`src/rtl/cu_pkg.sv`:
```
// cu_pkg: shared definitions for the six-instruction processor control unit.
//   - opcode values (OP_LOAD..OP_JMPZ, OP_HALT)
//   - control FSM state encoding
//   - register-file write-data select (rf_s) and ALU op (alu_s) encodings
// Optional build macro: CU_HALT_EN adds the StHalt state.
package cu_pkg;

  localparam logic [3:0] OP_LOAD  = 4'h0;
  localparam logic [3:0] OP_STORE = 4'h1;
  localparam logic [3:0] OP_ADD   = 4'h2;
  localparam logic [3:0] OP_LDC   = 4'h3;
  localparam logic [3:0] OP_SUB   = 4'h4;
  localparam logic [3:0] OP_JMPZ  = 4'h5;
  localparam logic [3:0] OP_HALT  = 4'hF;

  typedef enum logic [3:0] {
    StInit,
    StFetch,
    StDecode,
    StLoad,
    StStore,
    StAdd,
    StLdc,
    StSub,
    StJmpz,
    StJump
`ifdef CU_HALT_EN
    ,
    StHalt
`endif
  } state_e;

  // Register-file write-data select
  localparam logic [1:0] RF_S_ALU   = 2'b00;
  localparam logic [1:0] RF_S_MEM   = 2'b01;
  localparam logic [1:0] RF_S_CONST = 2'b10;

  // ALU operation select
  localparam logic [1:0] ALU_PASS = 2'b00;
  localparam logic [1:0] ALU_ADD  = 2'b01;
  localparam logic [1:0] ALU_SUB  = 2'b10;

endpackage

```
`src/rtl/cu_pc.sv`:
```
// cu_pc: program-counter register for the control unit.
// Ports:
//   clk  - rising-edge clock
//   clr  - synchronous clear to 0 (highest priority)
//   inc  - pc <= pc + 1, wrapping modulo 2^PC_W
//   ld   - relative load: pc <= pc + sext(off) - 1, modulo 2^PC_W
//   off  - signed OFF_W-bit relative offset
//   pc   - current program counter
module cu_pc #(
  parameter int unsigned PC_W  = 8,
  parameter int unsigned OFF_W = 8
) (
  input  logic             clk,
  input  logic             clr,
  input  logic             inc,
  input  logic             ld,
  input  logic [OFF_W-1:0] off,
  output logic [PC_W-1:0]  pc
);

  localparam int unsigned ExtW = (PC_W > OFF_W) ? PC_W : OFF_W;

  logic [PC_W-1:0] pc_q, pc_d;
  logic [ExtW-1:0] off_ext;
  logic [ExtW-1:0] rel_sum;

  // pc has already been incremented past the jump instruction, hence the -1
  // so the target is relative to the instruction's own address.
  assign off_ext = ExtW'($signed(off));
  assign rel_sum = ExtW'(pc_q) + off_ext - ExtW'(1);

  always_comb begin
    pc_d = pc_q;
    if (clr) begin
      pc_d = '0;
    end else if (ld) begin
      pc_d = rel_sum[PC_W-1:0];
    end else if (inc) begin
      pc_d = pc_q + PC_W'(1);
    end
  end

  always_ff @(posedge clk) begin
    pc_q <= pc_d;
  end

  assign pc = pc_q;

endmodule

```
`src/rtl/control_unit.sv`:
```
// control_unit: multi-cycle control FSM for the six-instruction processor.
// Owns the program counter, drives instruction fetch and decodes the
// instruction register into data-memory, register-file and ALU strobes.
// Ports:
//   clk, reset           - clock, synchronous active-high reset
//   ir                   - instruction register contents
//   ir_ld, i_rd, i_addr  - instruction fetch (i_addr = pc)
//   d_addr, d_rd, d_wr   - data memory
//   rf_*                 - register-file write/read controls, rf_rp_zero status in
//   alu_s                - ALU operation
//   halted               - only present when CU_HALT_EN is defined
// Optional build macro: CU_HALT_EN (op 0xF halts until reset; otherwise a NOP).
module control_unit
  import cu_pkg::*;
#(
  parameter int unsigned PC_W = 8,
  parameter int unsigned D_W  = 8
) (
  input  logic            clk,
  input  logic            reset,
  input  logic [15:0]     ir,
  output logic            ir_ld,
  output logic            i_rd,
  output logic [PC_W-1:0] i_addr,
  output logic [D_W-1:0]  d_addr,
  output logic            d_rd,
  output logic            d_wr,
  output logic [D_W-1:0]  rf_w_data,
  output logic [1:0]      rf_s,
  output logic [3:0]      rf_w_addr,
  output logic            rf_w_wr,
  output logic [3:0]      rf_rp_addr,
  output logic [3:0]      rf_rq_addr,
  output logic            rf_rp_rd,
  output logic            rf_rq_rd,
  input  logic            rf_rp_zero,
  output logic [1:0]      alu_s
`ifdef CU_HALT_EN
  ,
  output logic            halted
`endif
);

  state_e state_q, state_d;

  logic [PC_W-1:0] pc;
  logic [3:0]      op, ra, rb, rc;
  logic [7:0]      imm;

  assign op  = ir[15:12];
  assign ra  = ir[11:8];
  assign rb  = ir[7:4];
  assign rc  = ir[3:0];
  assign imm = ir[7:0];

  cu_pc #(
    .PC_W  (PC_W),
    .OFF_W (8)
  ) u_pc (
    .clk (clk),
    .clr (reset || (state_q == StInit)),
    .inc (!reset && (state_q == StFetch)),
    .ld  (!reset && (state_q == StJump)),
    .off (imm),
    .pc  (pc)
  );

  always_ff @(posedge clk) begin
    if (reset) begin
      state_q <= StInit;
    end else begin
      state_q <= state_d;
    end
  end

  // Moore outputs; everything stays 0 while reset is high so no write can
  // slip out in the reset cycle.
  always_comb begin
    state_d    = state_q;
    ir_ld      = 1'b0;
    i_rd       = 1'b0;
    i_addr     = '0;
    d_addr     = '0;
    d_rd       = 1'b0;
    d_wr       = 1'b0;
    rf_w_data  = '0;
    rf_s       = RF_S_ALU;
    rf_w_addr  = '0;
    rf_w_wr    = 1'b0;
    rf_rp_addr = '0;
    rf_rq_addr = '0;
    rf_rp_rd   = 1'b0;
    rf_rq_rd   = 1'b0;
    alu_s      = ALU_PASS;
`ifdef CU_HALT_EN
    halted     = 1'b0;
`endif

    if (!reset) begin
      i_addr = pc;
      unique case (state_q)
        StInit: begin
          state_d = StFetch;
        end
        StFetch: begin
          i_rd    = 1'b1;
          ir_ld   = 1'b1;
          state_d = StDecode;
        end
        StDecode: begin
          case (op)
            OP_LOAD:  state_d = StLoad;
            OP_STORE: state_d = StStore;
            OP_ADD:   state_d = StAdd;
            OP_LDC:   state_d = StLdc;
            OP_SUB:   state_d = StSub;
            OP_JMPZ:  state_d = StJmpz;
`ifdef CU_HALT_EN
            OP_HALT:  state_d = StHalt;
`endif
            default:  state_d = StFetch;
          endcase
        end
        StLoad: begin
          d_addr    = D_W'(imm);
          d_rd      = 1'b1;
          rf_s      = RF_S_MEM;
          rf_w_addr = ra;
          rf_w_wr   = 1'b1;
          state_d   = StFetch;
        end
        StStore: begin
          d_addr     = D_W'(imm);
          d_wr       = 1'b1;
          rf_rp_addr = ra;
          rf_rp_rd   = 1'b1;
          state_d    = StFetch;
        end
        StAdd, StSub: begin
          rf_rp_addr = rb;
          rf_rq_addr = rc;
          rf_rp_rd   = 1'b1;
          rf_rq_rd   = 1'b1;
          alu_s      = (state_q == StAdd) ? ALU_ADD : ALU_SUB;
          rf_s       = RF_S_ALU;
          rf_w_addr  = ra;
          rf_w_wr    = 1'b1;
          state_d    = StFetch;
        end
        StLdc: begin
          rf_s      = RF_S_CONST;
          rf_w_data = D_W'(imm);
          rf_w_addr = ra;
          rf_w_wr   = 1'b1;
          state_d   = StFetch;
        end
        StJmpz: begin
          rf_rp_addr = ra;
          rf_rp_rd   = 1'b1;
          state_d    = rf_rp_zero ? StJump : StFetch;
        end
        StJump: begin
          state_d = StFetch;
        end
`ifdef CU_HALT_EN
        StHalt: begin
          halted  = 1'b1;
          state_d = StHalt;
        end
`endif
        default: begin
          state_d = StInit;
        end
      endcase
    end
  end

endmodule

```
`config.mk`:
```
export PLATFORM = sky130hd
export DESIGN_NAME = control_unit
export DESIGN_NICKNAME = d
export VERILOG_FILES = /design/src/rtl/cu_pkg.sv /design/src/rtl/cu_pc.sv /design/src/rtl/control_unit.sv
export SDC_FILE = /design/constraint.sdc
export NUM_CORES = 1
export LEC_CHECK = 0
export ABC_AREA = 1
export CORE_ASPECT_RATIO = 1.1
export CORE_UTILIZATION = 30
export CTS_CLUSTER_DIAMETER = 150
export CTS_CLUSTER_SIZE = 12
export DETAILED_ROUTE_END_ITERATION = 8
export MAX_ROUTING_LAYER = met4
export PLACE_DENSITY = 0.57
export SETUP_SLACK_MARGIN = 0.02
export SLEW_MARGIN = 15
export SYNTH_ARGS = -nofsm -noshare
export SYNTH_HDL_FRONTEND = slang
export SYNTH_SLANG_ARGS = --single-unit
```
`constraint.sdc`:
```
create_clock -name clk -period 2.33 [get_ports clk]
set_input_delay 0.233 -clock clk [delete_from_list [all_inputs] [get_ports clk]]
set_output_delay 0.233 -clock clk [all_outputs]
set_load 0.05 [all_outputs]
```
* Yosys cells after proc, flatten, opt, wreduce, memory -nomap -nowiden
Index checks and enable logic that the tools add are counted.
** Operators by class
- Mux-type cells :: 33
- Reduce and logical (&&, ||, !) cells :: 13
- Add/subtract/negate cells :: 3
- Eq/ne operators :: 14
** Operator list (number)
- two-way mux 8 bit :: 7
- equality test 4 x 3 -> 1 bit (second input constant) :: 6
- two-way mux 4 bit :: 6
- case mux 4 bit (6 select lines) :: 1
- equality test 4 x 2 -> 1 bit (second input constant) :: 4
- case mux 4 bit (4 select lines) :: 1
- two-way mux 1 bit :: 12
- adder 8 x 1 -> 8 bit (second input constant) :: 1
- adder 8 bit :: 1
- equality test 4 x 1 -> 1 bit (second input constant) :: 2
- equality test 4 bit (second input constant) :: 2
- logical NOT 4 bit :: 2
- two-way mux 2 bit :: 4
- case mux 4 bit (2 select lines) :: 1
- OR reduction 4 bit :: 2
- subtractor 8 x 1 -> 8 bit (second input constant) :: 1
- OR reduction 7 bit :: 1
- OR reduction 2 bit :: 3
- case mux 2 bit (2 select lines) :: 1
- logical AND 1 bit :: 2
- nonzero test 2 bit :: 1
- logical NOT 1 bit :: 1
- logical OR 1 bit :: 1
** Storage, ports and cells
- Output and inout bits :: 47
- Input bits :: 19
- Logic and storage cells :: 65
- Bits in registers :: 12

* Logic depth before layout (Yosys ltp)
Gate-level depths: netlist (run 1).
- Word-level depth :: 4
- Mapped depth :: 14
- Depth with buffers taken out :: 14

* Modules after synthesis
From an unflattened synthesis (run 1), not the netlist that was laid out.
** Unflattened totals
- Cells, all modules :: 285
- Area, all modules :: 1602.8 um2
** Modules (own cells, without submodules)
- cu_pc :: area an instance 949.7 um2, instances 1, cells each 151, sequential area each 160.2 um2
- control_unit :: area an instance 653.1 um2, instances 1, cells each 134, sequential area each 80.1 um2

* Worst setup path after synthesis (run 1)
OpenSTA, ideal clock, no wires.
- Kind :: register -> output
- Start :: reg state_q[0]
- End :: out alu_s[1]
- Data required time :: 2097 ps
- Slack :: -7 ps
- Stages on the path, launching flop included :: 7
- Data arrival time :: 2104 ps
- Path buffers :: 0
- Cells stage by stage :: dfxtp_1 -> inv_1 -> nor2_4 -> inv_1 -> nor2_2 -> inv_1 -> nor2_1
** On the way
- Cells in the longest elaborated chain, start to end :: 4
- Elaborated cells between the ends (all ways) :: 6
- Those cells by class :: eq/ne: 2; mux: 3; reduce/logical: 1
** Ends and longest elaborated chain
- start: declaration :: line control_unit.sv:44 : state_e state_q, state_d;
- start signal: assignment :: line control_unit.sv:70 : state_q <= StInit;
- start signal: assignment :: line control_unit.sv:72 : state_q <= state_d;
- equality test 4 x 3 -> 1 bit, on equally long branches :: line control_unit.sv:101, control_unit.sv:144
- two-way mux 2 bit / OR reduction 2 bit (equally long branches)
- two-way mux 2 bit (*) :: line control_unit.sv:101 : unique case (state_q)
- two-way mux 2 bit (*) :: line control_unit.sv:99 : if (!reset) begin
- end: declaration :: line control_unit.sv:37 : output logic [1:0] alu_s
Every way passes the cells marked *; elsewhere a longest branch is shown, timed or not.

* Final worst setup path (run 1)
Ends and elaborated chain as after synthesis.

==> results of run 1 <==
## stage by stage
step	std cells	cell area [um2]	hold WS, ns	total power, mW	setup TNS [ns]
finish	395	2800	0.584	0.903	0
global route	395	2800	0.630	0.970	0
CTS	395	2800	0.588	0.907	0
detailed placement	391	2750	0.584	0.674	-0.0602
global placement	391	2750	0.593	0.671	0
floorplan	271	1570	0.327	0.503	-0.0275
## cell usage in the layout (no fill, tap or decap), types with 12 or more instances in the layout
| cell type | instances |
|---|---|
| a21oi_1 | 12 |
| clkdlybuf4s50_1 | 18 |
| nor2_1 | 45 |
| inv_1 | 57 |
| buf_12 | 47 |
| nand2_1 | 51 |
| nand3_1 | 17 |
| ha_1 | 14 |
| dfxtp_1 | 12 |
## cells by family (layout without fill, tap and decap cells)
group           count (synthesis)  in the layout
compound gates                 37             37
xor+xnor                        2              2
fa+ha+maj                      15             15
buf+inv                        71            137
flops                          12             12
simple gates                  134            134
## critical path, delay by kind of cell (launching register included)
family,cells,cell delay [ns]
AND/OR/NAND/NOR,3,0.57
flip-flops,1,0.50
buffers and inverters,4,0.57
## power by group through the flow
stage / clock network [mW] / logic, mW / registers, mW
3_3_place_gp: 0 / 0.429 / 0.242
3_5_place_dp: 0 / 0.431 / 0.243
4_1_cts: 0.235 / 0.434 / 0.238
2_1_floorplan: 0 / 0.266 / 0.237
6_report: 0.231 / 0.433 / 0.239
5_1_grt: 0.255 / 0.474 / 0.241
## registers in the layout, summed over array words and instances, names as in the netlist
signal   flops
state_q      4
u_pc.pc      8
## cell type report
class                      instances  area (um2)  area share
multi-input combinational        188        1050       0.374
sequential                        12         240      0.0857
inverter                          66         250      0.0892
clock buffer                       4        55.1      0.0196
tap                               58        72.6      0.0259
timing repair buffer              67        1140       0.405
## routing by layer
layer  global-route usage  routed length [um]  vias up
met2                0.371                2730       42
met3               0.0299                 176        2
met5                    -                   0        -
li1                     -                   -      976
met1                0.241                2140      853
met4               0.0220                   7        0
## worst paths after layout
check                             to  slack [ns]  cells after the start                    start
max                         alu_s[1]        0.20                      7    state_q[0]$_SDFF_PP0_
min            state_q[3]$_SDFF_PP0_        0.58                      3               rf_rp_zero
max reg2reg  u_pc.pc[7]$_SDFFE_PP0P_        0.35                     13  u_pc.pc[1]$_SDFFE_PP0P_
min reg2reg  u_pc.pc[3]$_SDFFE_PP0P_        0.60                      2  u_pc.pc[3]$_SDFFE_PP0P_
## what timing repair did
action | in CTS | in global routing
setup buffers | 0 | 0
setup endpoints to repair | 0 | 1
resized for setup | 0 | 1
==> run_results.csv, run 1 <==
group,metric,value,unit
timing,setup_viol,0,
power_and_ir_drop,p_comb_frac,0.480,
critical_path,path_max_fanout,7,
clocking,clkTransAtPathRegs,0.05,ns
die,dieArea,0.00554,mm2
critical_path,crit_slowest_cell,"dfxtp_1",
placement,port_buffers,65,
timing,min_period_over_period,0.912,
clocking,root_buffer,"clkbuf_8",
critical_path,max_stage_delay,0.50,ns
timing,rsz0062_at_grt,"no",
placement,pre_cts_ws,-0.0399,ns
clocking,cts_tree,"yes",
drt,drc,0,
logic_synthesis,synth_most_common_cell,"inv_1",
power_and_ir_drop,pwr-share-seq,0.264,
critical_path,crit_top_cell,"inv_1",
drt,ant_nets,0,
logic_synthesis,netlist_area,0.00157,mm2
logic_synthesis,yosys-top-cells-area,"dfxtp_1 (15%), inv_1 (14%), nand2_1 (12%), ha_1 (11%), nor2_1 (11%)",
grt,overflow,0,
layout,drive_above_1_share,0.231,
die,fp.dieH,77.9,um
drt,vias,1873,
timing,hold_viol_final,0,
layout,final_nets,372,
die,design.core.area,0.00503,mm2
grt,grt_pass1_wl,8.67,mm
critical_path,worst_ep_required_time,2.10,ns
logic_synthesis,synth_compound_area_frac,0.138,
logic_synthesis,synth_nets,305,
timing,fin_ws,0.205,ns
power_and_ir_drop,p_sw_frac,0.401,
power_and_ir_drop,p_per_area,322,mW/mm2
logic_synthesis,ys_warn_count,0,
timing,fmax,0.471,GHz
logic_synthesis,synth.yosys.seq_area_share,0.153,
grt,track_usage,0.203,
hold_path,min_path_type,"in2reg",
drt,wl_per_cell,12.8,um
layout,area_delta_synth_final,78.3,%
logic_synthesis,synthTopCellsByCount,"inv_1 (57), nand2_1 (51), nor2_1 (45)",
die,io_pins,66,
critical_path,cp.arrival,1.89,ns
run_status,outcome,"finished, final reports clean",
job,drv_cap,0,
drt,drtPass1Iterations,6,
logic_synthesis,synth-edff-count,0,
logic_synthesis,synth_ff_type,"dfxtp_1",
timing,clock-skew-final,0.00300,ns
die,num_rows,27,
placement,hpwl,4.36,mm
critical_path,path_cells,"inv_1 -> nor2_4 -> inv_1 -> nor2_2 -> inv_1 -> nor2_1 -> buf_12",
logic_synthesis,syn_avg_cell_area,5.80,um2
grt,antenna_found_initial,0,
timing,worst_pin_slew,0.388,ns
logic_synthesis,async_reset_ff_frac,0,
placement,place.gp.congestion,0.895,
logic_synthesis,synth_top_family_by_area,"simple AND/OR/NAND/NOR gates",
clocking,h-tree-depth,1,
drt,vias_per_cell,4.74,
layout,final_util,0.557,
clocking,clkSinkCount,12,
clocking,cts_buffers,3,
logic_synthesis,synthCells,271,
power_and_ir_drop,irDropWorstVdd,0.220,mV
logic_synthesis,synthMuxAreaShare,0,
die,fp.dieW,71.0,um
logic_synthesis,synthDistinctLibCells,32,
logic_synthesis,synth_fa_ha_area_frac,0.124,
power_and_ir_drop,pwr-share-clk,0.256,
clocking,cts_buffer_depth,2,
power_and_ir_drop,p_sw,362,uW
layout,antenna_cells,0,
logic_synthesis,synth-seq-cells,12,
clocking,cts-hold-fix-buffers,0,
layout,fillCellCount,471,
timing,relSlewSlack,0.740,
timing,slew_viol_final,0,
drt,postRouteWirelength,5.06,mm
timing,fin_crit,2.13,ns
logic_synthesis,synth_area_leader_cell,"dfxtp_1",
clocking,insertion_delay,0.24,ns
grt,grt_pass1_vias,1804,
power_and_ir_drop,p_leak,1.31,nW
critical_path,critPathKind,"reg2out",
drt,drt_iter0_drc,130,
critical_path,start_kind,"register",
logic_synthesis,yosysTopAreaCellShare,0.153,
grt,grt_max_degree,15,
power_and_ir_drop,internal_power,541,uW
logic_synthesis,yosys.area_share.simple,0.393,
critical_path,end_kind,"primary output",
die,start_util,0.312,
logic_synthesis,synth_xor_area_frac,0.0111,
(Power assumes the default switching activity.)
==> run 2: changes to the inputs <==
Settings changed: CTS_CLUSTER_DIAMETER 150 to 60.
==> results of run 2 <==
No change in the layout: final DEF, timing and power equal those of run 1.
